<file path="src/rtl/sdram_rv_bridge_if.sv">
// Signal bundle between a 32-bit valid/ready CPU bus and the SDRAM controller's
// 16-bit toggle-handshake RV port. The slave view is the bridge; the master view is its environment.
interface sdram_rv_bridge_if;
    logic        mem_valid;
    logic [31:0] mem_addr;
    logic [31:0] mem_wdata;
    logic [3:0]  mem_wstrb;
    logic        mem_ready;
    logic [31:0] mem_rdata;
    logic        sdram_busy;
    logic [19:0] rv_addr;
    logic [15:0] rv_din;
    logic [1:0]  rv_ds;
    logic        rv_we;
    logic        rv_req;
    logic        rv_req_ack;
    logic [15:0] rv_dout;

    modport master (
        output mem_valid, mem_addr, mem_wdata, mem_wstrb, sdram_busy, rv_req_ack, rv_dout,
        input  mem_ready, mem_rdata, rv_addr, rv_din, rv_ds, rv_we, rv_req
    );

    modport slave (
        input  mem_valid, mem_addr, mem_wdata, mem_wstrb, sdram_busy, rv_req_ack, rv_dout,
        output mem_ready, mem_rdata, rv_addr, rv_din, rv_ds, rv_we, rv_req
    );
endinterface

</file>
<file path="src/rtl/sdram_rv_bridge.sv">
// Splits 32-bit CPU accesses into one or two 16-bit toggle-handshake transactions on the
// controller RV port. Optional one-entry read cache enabled by macro SDRAM_RV_RDCACHE_EN.
module sdram_rv_bridge #(
    parameter int unsigned RD_WAIT   = 3,
    parameter logic [31:0] ADDR_MASK = 32'h001F_FFFF
) (
    input logic              clk,
    input logic              resetn,
    sdram_rv_bridge_if.slave bus
);
    typedef enum logic [2:0] {
        SYNC      = 3'd0,
        IDLE      = 3'd1,
        ISSUE     = 3'd2,
        WAIT_ACK  = 3'd3,
        WAIT_DATA = 3'd4,
        DONE      = 3'd5
    } state_t;

    state_t      state_r, state_s;
    logic [18:0] word_r;
    logic [31:0] wdata_r;
    logic [3:0]  wstrb_r;
    logic        half_r;
    logic [7:0]  wait_cnt_r;
    logic        mem_ready_r;
    logic [31:0] mem_rdata_r;
    logic [19:0] rv_addr_r;
    logic [15:0] rv_din_r;
    logic [1:0]  rv_ds_r;
    logic        rv_we_r;
    logic        rv_req_r;

    logic [31:0] masked_s;
    logic        unused_s;
    logic        accept_s, pending_s, is_read_s, last_half_s, wait_done_s, hit_s;

    assign masked_s    = bus.mem_addr & ADDR_MASK;
    assign unused_s    = ^{masked_s[31:21], masked_s[1:0]};
    assign pending_s   = (rv_req_r != bus.rv_req_ack);
    // mem_ready high means this request was just answered and must not be re-accepted
    assign accept_s    = bus.mem_valid && !mem_ready_r && !bus.sdram_busy;
    assign is_read_s   = (wstrb_r == 4'd0);
    assign last_half_s = half_r || (!is_read_s && (wstrb_r[3:2] == 2'b00));
    assign wait_done_s = (wait_cnt_r == 8'(RD_WAIT - 1));

`ifdef SDRAM_RV_RDCACHE_EN
    logic [18:0] tag_r;
    logic [31:0] cdata_r;
    logic        cvld_r;

    assign hit_s = cvld_r && (bus.mem_wstrb == 4'd0) && (tag_r == masked_s[20:2]);

    // Cache fill on read completion, byte merge on writes to the cached word
    always_ff @(posedge clk) begin
        if (!resetn) begin
            cvld_r  <= 1'b0;
            tag_r   <= 19'd0;
            cdata_r <= 32'd0;
        end else if (state_r == DONE) begin
            if (is_read_s) begin
                cvld_r  <= 1'b1;
                tag_r   <= word_r;
                cdata_r <= mem_rdata_r;
            end else if (cvld_r && (tag_r == word_r)) begin
                for (int b = 0; b < 4; b++) begin
                    if (wstrb_r[b]) cdata_r[8*b +: 8] <= wdata_r[8*b +: 8];
                end
            end
        end
    end
`else
    assign hit_s = 1'b0;
`endif

    // State register
    always_ff @(posedge clk) begin
        if (!resetn) state_r <= SYNC;
        else         state_r <= state_s;
    end

    // Next-state logic
    always_comb begin
        state_s = state_r;
        case (state_r)
            SYNC:      state_s = IDLE;
            IDLE: begin
                if (accept_s) state_s = hit_s ? DONE : ISSUE;
                else          state_s = IDLE;
            end
            ISSUE:     state_s = WAIT_ACK;
            WAIT_ACK: begin
                if (pending_s)        state_s = WAIT_ACK;
                else if (is_read_s)   state_s = WAIT_DATA;
                else if (last_half_s) state_s = DONE;
                else                  state_s = ISSUE;
            end
            WAIT_DATA: begin
                if (!wait_done_s)     state_s = WAIT_DATA;
                else if (last_half_s) state_s = DONE;
                else                  state_s = ISSUE;
            end
            DONE:      state_s = IDLE;
            default:   state_s = SYNC;
        endcase
    end

    // Request latch, RV port drive and read-data capture
    always_ff @(posedge clk) begin
        if (!resetn) begin
            word_r      <= 19'd0;
            wdata_r     <= 32'd0;
            wstrb_r     <= 4'd0;
            half_r      <= 1'b0;
            wait_cnt_r  <= 8'd0;
            mem_ready_r <= 1'b0;
            mem_rdata_r <= 32'd0;
            rv_addr_r   <= 20'd0;
            rv_din_r    <= 16'd0;
            rv_ds_r     <= 2'b00;
            rv_we_r     <= 1'b0;
            rv_req_r    <= 1'b0;
        end else begin
            mem_ready_r <= (state_r == DONE);
            case (state_r)
                SYNC: rv_req_r <= bus.rv_req_ack;
                IDLE: begin
                    if (accept_s) begin
                        word_r     <= masked_s[20:2];
                        wdata_r    <= bus.mem_wdata;
                        wstrb_r    <= bus.mem_wstrb;
                        // a write with no low byte enabled starts on the high half
                        half_r     <= (bus.mem_wstrb != 4'd0) && (bus.mem_wstrb[1:0] == 2'b00);
                        wait_cnt_r <= 8'd0;
`ifdef SDRAM_RV_RDCACHE_EN
                        if (hit_s) mem_rdata_r <= cdata_r;
`endif
                    end
                end
                ISSUE: begin
                    rv_addr_r  <= {word_r, half_r};
                    rv_we_r    <= !is_read_s;
                    rv_din_r   <= half_r ? wdata_r[31:16] : wdata_r[15:0];
                    rv_ds_r    <= is_read_s ? 2'b11 : (half_r ? wstrb_r[3:2] : wstrb_r[1:0]);
                    rv_req_r   <= ~rv_req_r;
                    wait_cnt_r <= 8'd0;
                end
                WAIT_ACK: begin
                    if (!pending_s && !is_read_s) half_r <= 1'b1;
                end
                WAIT_DATA: begin
                    wait_cnt_r <= wait_cnt_r + 8'd1;
                    if (wait_done_s) begin
                        if (half_r) mem_rdata_r[31:16] <= bus.rv_dout;
                        else        mem_rdata_r[15:0]  <= bus.rv_dout;
                        half_r <= 1'b1;
                    end
                end
                default: ;
            endcase
        end
    end

    assign bus.mem_ready = mem_ready_r;
    assign bus.mem_rdata = mem_rdata_r;
    assign bus.rv_addr   = rv_addr_r;
    assign bus.rv_din    = rv_din_r;
    assign bus.rv_ds     = rv_ds_r;
    assign bus.rv_we     = rv_we_r;
    assign bus.rv_req    = rv_req_r;
endmodule

</file>
<file path="src/flat_wrapper.sv">
// flat-port wrapper written by rule: the top's interface ports become plain ports
module sdram_rv_bridge_flat 
#(
    parameter int unsigned RD_WAIT   = 3,
    parameter logic [31:0] ADDR_MASK = 32'h001F_FFFF
)
  (clk, resetn, bus_mem_valid, bus_mem_addr, bus_mem_wdata, bus_mem_wstrb, bus_sdram_busy, bus_rv_req_ack, bus_rv_dout, bus_mem_ready, bus_mem_rdata, bus_rv_addr, bus_rv_din, bus_rv_ds, bus_rv_we, bus_rv_req);
  sdram_rv_bridge_if bus_i ();
  input logic clk;
  input logic resetn;
  input wire logic [$bits(bus_i.mem_valid)-1:0] bus_mem_valid;
  input wire logic [$bits(bus_i.mem_addr)-1:0] bus_mem_addr;
  input wire logic [$bits(bus_i.mem_wdata)-1:0] bus_mem_wdata;
  input wire logic [$bits(bus_i.mem_wstrb)-1:0] bus_mem_wstrb;
  input wire logic [$bits(bus_i.sdram_busy)-1:0] bus_sdram_busy;
  input wire logic [$bits(bus_i.rv_req_ack)-1:0] bus_rv_req_ack;
  input wire logic [$bits(bus_i.rv_dout)-1:0] bus_rv_dout;
  output wire logic [$bits(bus_i.mem_ready)-1:0] bus_mem_ready;
  output wire logic [$bits(bus_i.mem_rdata)-1:0] bus_mem_rdata;
  output wire logic [$bits(bus_i.rv_addr)-1:0] bus_rv_addr;
  output wire logic [$bits(bus_i.rv_din)-1:0] bus_rv_din;
  output wire logic [$bits(bus_i.rv_ds)-1:0] bus_rv_ds;
  output wire logic [$bits(bus_i.rv_we)-1:0] bus_rv_we;
  output wire logic [$bits(bus_i.rv_req)-1:0] bus_rv_req;
  assign bus_i.mem_valid = bus_mem_valid;
  assign bus_i.mem_addr = bus_mem_addr;
  assign bus_i.mem_wdata = bus_mem_wdata;
  assign bus_i.mem_wstrb = bus_mem_wstrb;
  assign bus_i.sdram_busy = bus_sdram_busy;
  assign bus_i.rv_req_ack = bus_rv_req_ack;
  assign bus_i.rv_dout = bus_rv_dout;
  assign bus_mem_ready = bus_i.mem_ready;
  assign bus_mem_rdata = bus_i.mem_rdata;
  assign bus_rv_addr = bus_i.rv_addr;
  assign bus_rv_din = bus_i.rv_din;
  assign bus_rv_ds = bus_i.rv_ds;
  assign bus_rv_we = bus_i.rv_we;
  assign bus_rv_req = bus_i.rv_req;
  sdram_rv_bridge #(.RD_WAIT(RD_WAIT), .ADDR_MASK(ADDR_MASK)) u_core (.clk(clk), .resetn(resetn), .bus(bus_i));
endmodule
</file>
<file path="config.mk">
export PLATFORM = sky130hd
export DESIGN_NAME = sdram_rv_bridge_flat
export DESIGN_NICKNAME = d
export VERILOG_FILES = /design/src/rtl/sdram_rv_bridge_if.sv /design/src/rtl/sdram_rv_bridge.sv /design/src/flat_wrapper.sv
export SDC_FILE = /design/constraint.sdc
export NUM_CORES = 1
export LEC_CHECK = 0
export BUFFER_PORTS_ARGS = -buffer_cell sky130_fd_sc_hd__buf_4
export CAP_MARGIN = 20
export CORE_UTILIZATION = 55
export CTS_CLUSTER_SIZE = 40
export DETAILED_ROUTE_END_ITERATION = 10
export PLACE_DENSITY = 0.84
export SYNTH_ARGS = -nofsm -noshare
export SYNTH_HDL_FRONTEND = slang
export SYNTH_SLANG_ARGS = --single-unit
</file>
<file path="constraint.sdc">
create_clock -name clk -period 5.66 [get_ports clk]
set_input_delay 1.132 -clock clk [delete_from_list [all_inputs] [get_ports clk]]
set_output_delay 1.132 -clock clk [all_outputs]
set_load 0.02 [all_outputs]
</file>
==> results.cfg <==
[worst_setup_path]
worst_ep_required_time_ns = 6.06
startpoint_of_the_lowest_slack_register_to_register_path = u_core.state_r[1]
critPathTopFamily = simple AND/OR/NAND/NOR gates
type_of_the_setup_path_with_the_least_slack = flop to flop
critical_path.startpoint_type = flop
crit_chain = nor3b_4 -> buf_4 -> a211oi_1 -> or4_1 -> mux2i_1
crit_path_dat_ns = 3.35
cpMaxStageDelayCell = sky130_fd_sc_hd__nor3b_4
critical_path.endpoint_type = flop
rr_worst_depth = 5
r2r_setup_slack_ns = 2.71
timing.critical_path.buf_inv = 1
worst-path-max-fanout = 37
rr_endpoint = u_core.wait_cnt_r[5]
slowest_delay_ns = 0.87

[global_routing]
grt.overflow.total = 0
grt_first_pass_wirelength_um = 21450
grt_use_total = 0.2669
grt_antenna_before_repair = 0
grt_max_degree = 111
grt_pass1_vias = 4792

[yosys]
main_combinational_cell_family_by_area_after_synthesis = simple AND/OR/NAND/NOR gates
ys_seq_area_frac = 0.5172
simple_gate_share_of_the_synthesized_area = 0.2295
fraction_of_post_synthesis_cell_area_in_the_top_cell_type_by_area = 0.5172
post_syn_instances = 655
synth_xor_xnor_area_share = 0.001616
ys_ff_latch = 140
synth.cells.most_frequent = sky130_fd_sc_hd__nand2_1, sky130_fd_sc_hd__dfxtp_1, sky130_fd_sc_hd__a21oi_1
most_numerous_cell_in_the_yosys_netlist = sky130_fd_sc_hd__nand2_1
synthesis.nets = 746
yosys-mux-area-fraction = 0.04064
post_synth_instance_area_sq_mm = 0.005419
synth_compound_area_frac = 0.1625
synth-adder-area-share = 0.004618
top_post_synthesis_cells_by_area = sky130_fd_sc_hd__dfxtp_1, sky130_fd_sc_hd__nand2_1, sky130_fd_sc_hd__a21oi_1
async_reset_ff_frac = 0
synthDistinctLibCells = 44
synth_largest_area_cell = sky130_fd_sc_hd__dfxtp_1
yosys_warnings = 0
syn_area_per_cell_sq_um = 8.273
synth_enable_flop_cells = 0
dominantRegCellSynth = sky130_fd_sc_hd__dfxtp_1

[place]
dpl.cell_count = 885
finalWeightedCongestion = 0.8281
io_buffers = 148
dp_hpwl_um = 8613

[power_and_ir_drop]
p_int_uw = 1892
share_clk_of_total_power = 0.507
combinationalPowerShare = 0.067
power.switching_fraction = 0.2208
seqPwrFrac = 0.427
net_sw_power_uw = 536.2
power-per-cell-area_mw_per_mm2 = 338.7
irDropWorstVdd_v = 0.0001992
static-leakage-power_uw = 0.002784

[die]
start_util = 0.5782
die-height_um = 101.3
floorplan.io_pins = 162
fp.dieArea_sq_mm = 0.01025
die_w_um = 101.3
placementRows = 35
floorplan.core_area_sq_mm = 0.009371

[drt]
drt.antenna.violating_nets = 0
post-route-drc-count = 0
detailedRoute.firstPassIterationCount = 5
detail_route.wirelength_um = 13480
detail_route.wl_per_cell_um = 14.69
drt_iter0_drc = 206
routed-via-count = 5022
via_per_inst = 5.477

[timing]
period_share = 0.5208
finalSetupTns_ns = 0
grt_setup_unrepaired = false
timing.final.setup_violations = 0
min_period_ns = 2.947
max_slew_headroom = 0.2661
finalClockSkew_ns = 0.008297
slew_of_the_pin_with_the_lowest_slew_margin_ns = 1.101
hold_violations = 0
final-max-slew-violation-count = 0
max_clock_freq_ghz = 0.3393

[clock_tree]
clockBufferDepth = 2
cts-buffers-inserted = 17
cts_root_buffer = sky130_fd_sc_hd__clkbuf_8
clock_tree_from_tritoncts = done
clkLatencyLatePin_ns = 0.52
ctsResizeCount = 0
path_clk_slew_ns = 0.06
cts.htree.levels = 4
tritoncts_num_sinks = 140
cts_post_setup_buffers_inserted = 0
post_cts_hold_buffer_count = 0

[min_path]
hold_path_end = u_core.wdata_r[23]
holdPathStages = 2
hold_path.startpoint = u_core.wdata_r[23]
timing.hold.worst.class = flop to flop

[finish]
num-fill-cells = 660
post_route_cells_drive_above_1_share = 0.2487
antenna-diode-count = 0
finish.net_count = 867
areaGrowthSynthToFinish_pct = 32.30
finalNonFillerCells = 917

[status]
status = finished clean

[run]
maxCapViolations = 0
-- final cells by class --
cell class | count | area [sq um] | area share
Tap cell | 129 | 161.4 | 0.02251
Inverter | 5 | 20.02 | 0.002792
Clock buffer | 18 | 417.9 | 0.05829
Multi-Input combinational cell | 460 | 2389 | 0.3332
Timing Repair Buffer | 152 | 1139 | 0.1588
Clock inverter | 13 | 239.0 | 0.03333
Sequential cell | 140 | 2804 | 0.3911
-- power by group through the flow --
| stage | sequential, uW | combinational (uW) | clock, uW |
|---|---|---|---|
| finish | 1040 | 162 | 1230 |
| CTS | 1040 | 162 | 1240 |
| detailed placement | 1060 | 160 | 0 |
| floorplan | 1050 | 91.9 | 0 |
| global route | 1040 | 176 | 1280 |
| global placement | 1060 | 156 | 0 |
-- flip-flops by register name (all words and copies together), names as in the netlist --
| name | flops |
|---|---|
| u_core.bus.mem_rdata | 32 |
| u_core.bus.mem_ready | 1 |
| u_core.bus.rv_addr | 20 |
| u_core.bus.rv_din | 16 |
| u_core.bus.rv_ds | 2 |
| u_core.bus.rv_req | 1 |
| u_core.bus.rv_we | 1 |
| u_core.half_r | 1 |
| u_core.state_r | 3 |
| u_core.wait_cnt_r | 8 |
| u_core.wdata_r | 32 |
| u_core.word_r | 19 |
| u_core.wstrb_r | 4 |
-- cell usage in the layout (no fill, tap or decap), drive strengths merged, types with 18 or more instances in the layout --
cell	count
a21oi	94
nand3	33
buf	152
mux2i	22
nor2	20
dfxtp	140
a211oi	18
clkbuf	18
nand2	198
o21ai	21
-- kinds of logic (layout without fill, tap and decap cells) --
kind of cell    after synthesis  in the layout
fa+ha+maj                     2              2
mux                          22             22
xor+xnor                      1              1
buf+inv                      55            188
simple gates                281            281
flops                       140            140
compound gates              154            154
-- per-stage QoR --
| stage | area, sq um | worst slack [ns] | hold WS (ns) | utilization | total power, uW |
|---|---|---|---|---|---|
| after floorplan | 5419 | 3.281 | 0.4321 | - | 1141 |
| after global placement | 6507 | 2.729 | 0.4360 | 0.6944 | 1211 |
| after detailed placement | 6507 | 2.663 | 0.4457 | 0.6944 | 1217 |
| after CTS | 7164 | 2.717 | 0.4544 | 0.7645 | 2436 |
| after global routing | 7169 | 2.531 | 0.4708 | 0.7650 | 2499 |
| final | 7169 | 2.713 | 0.4535 | 0.7650 | 2429 |
-- tightest hold or removal path, delay by kind of cell, from the launching register on --
kind / cells / cell delay [ns]
flip-flops: 1 / 0.31
AND/OR/NAND/NOR: 1 / 0.05
AO/OA/AOI/OAI: 1 / 0.05
-- per-layer routing --
| layer | part of all wire | global-route usage | up-vias |
|---|---|---|---|
| met4 | 0.024 | 0.1260 | 0 |
| met3 | 0.070 | 0.07591 | 29 |
| met2 | 0.50 | 0.4631 | 189 |
| met5 | 0 | 0 | - |
| li1 | - | - | 2462 |
| met1 | 0.41 | 0.3035 | 2342 |
-- worst max path at each step --
| stage | start | endpoint | slack, ns | depth (start not counted) |
|---|---|---|---|---|
| 4_1_cts | u_core.state_r[1] | u_core.wait_cnt_r[5] | 2.72 | 5 |
| 5_1_grt | u_core.state_r[1] | u_core.wait_cnt_r[7] | 2.53 | 5 |
| 3_3_place_gp | bus_sdram_busy | u_core.wdata_r[11] | 2.73 | 5 |
| 2_1_floorplan | bus_sdram_busy | u_core.wait_cnt_r[5] | 3.28 | 4 |
| 3_5_place_dp | bus_sdram_busy | u_core.word_r[6] | 2.66 | 5 |
| 6_report | u_core.state_r[1] | u_core.wait_cnt_r[5] | 2.71 | 5 |
(Power assumes the default switching activity.)
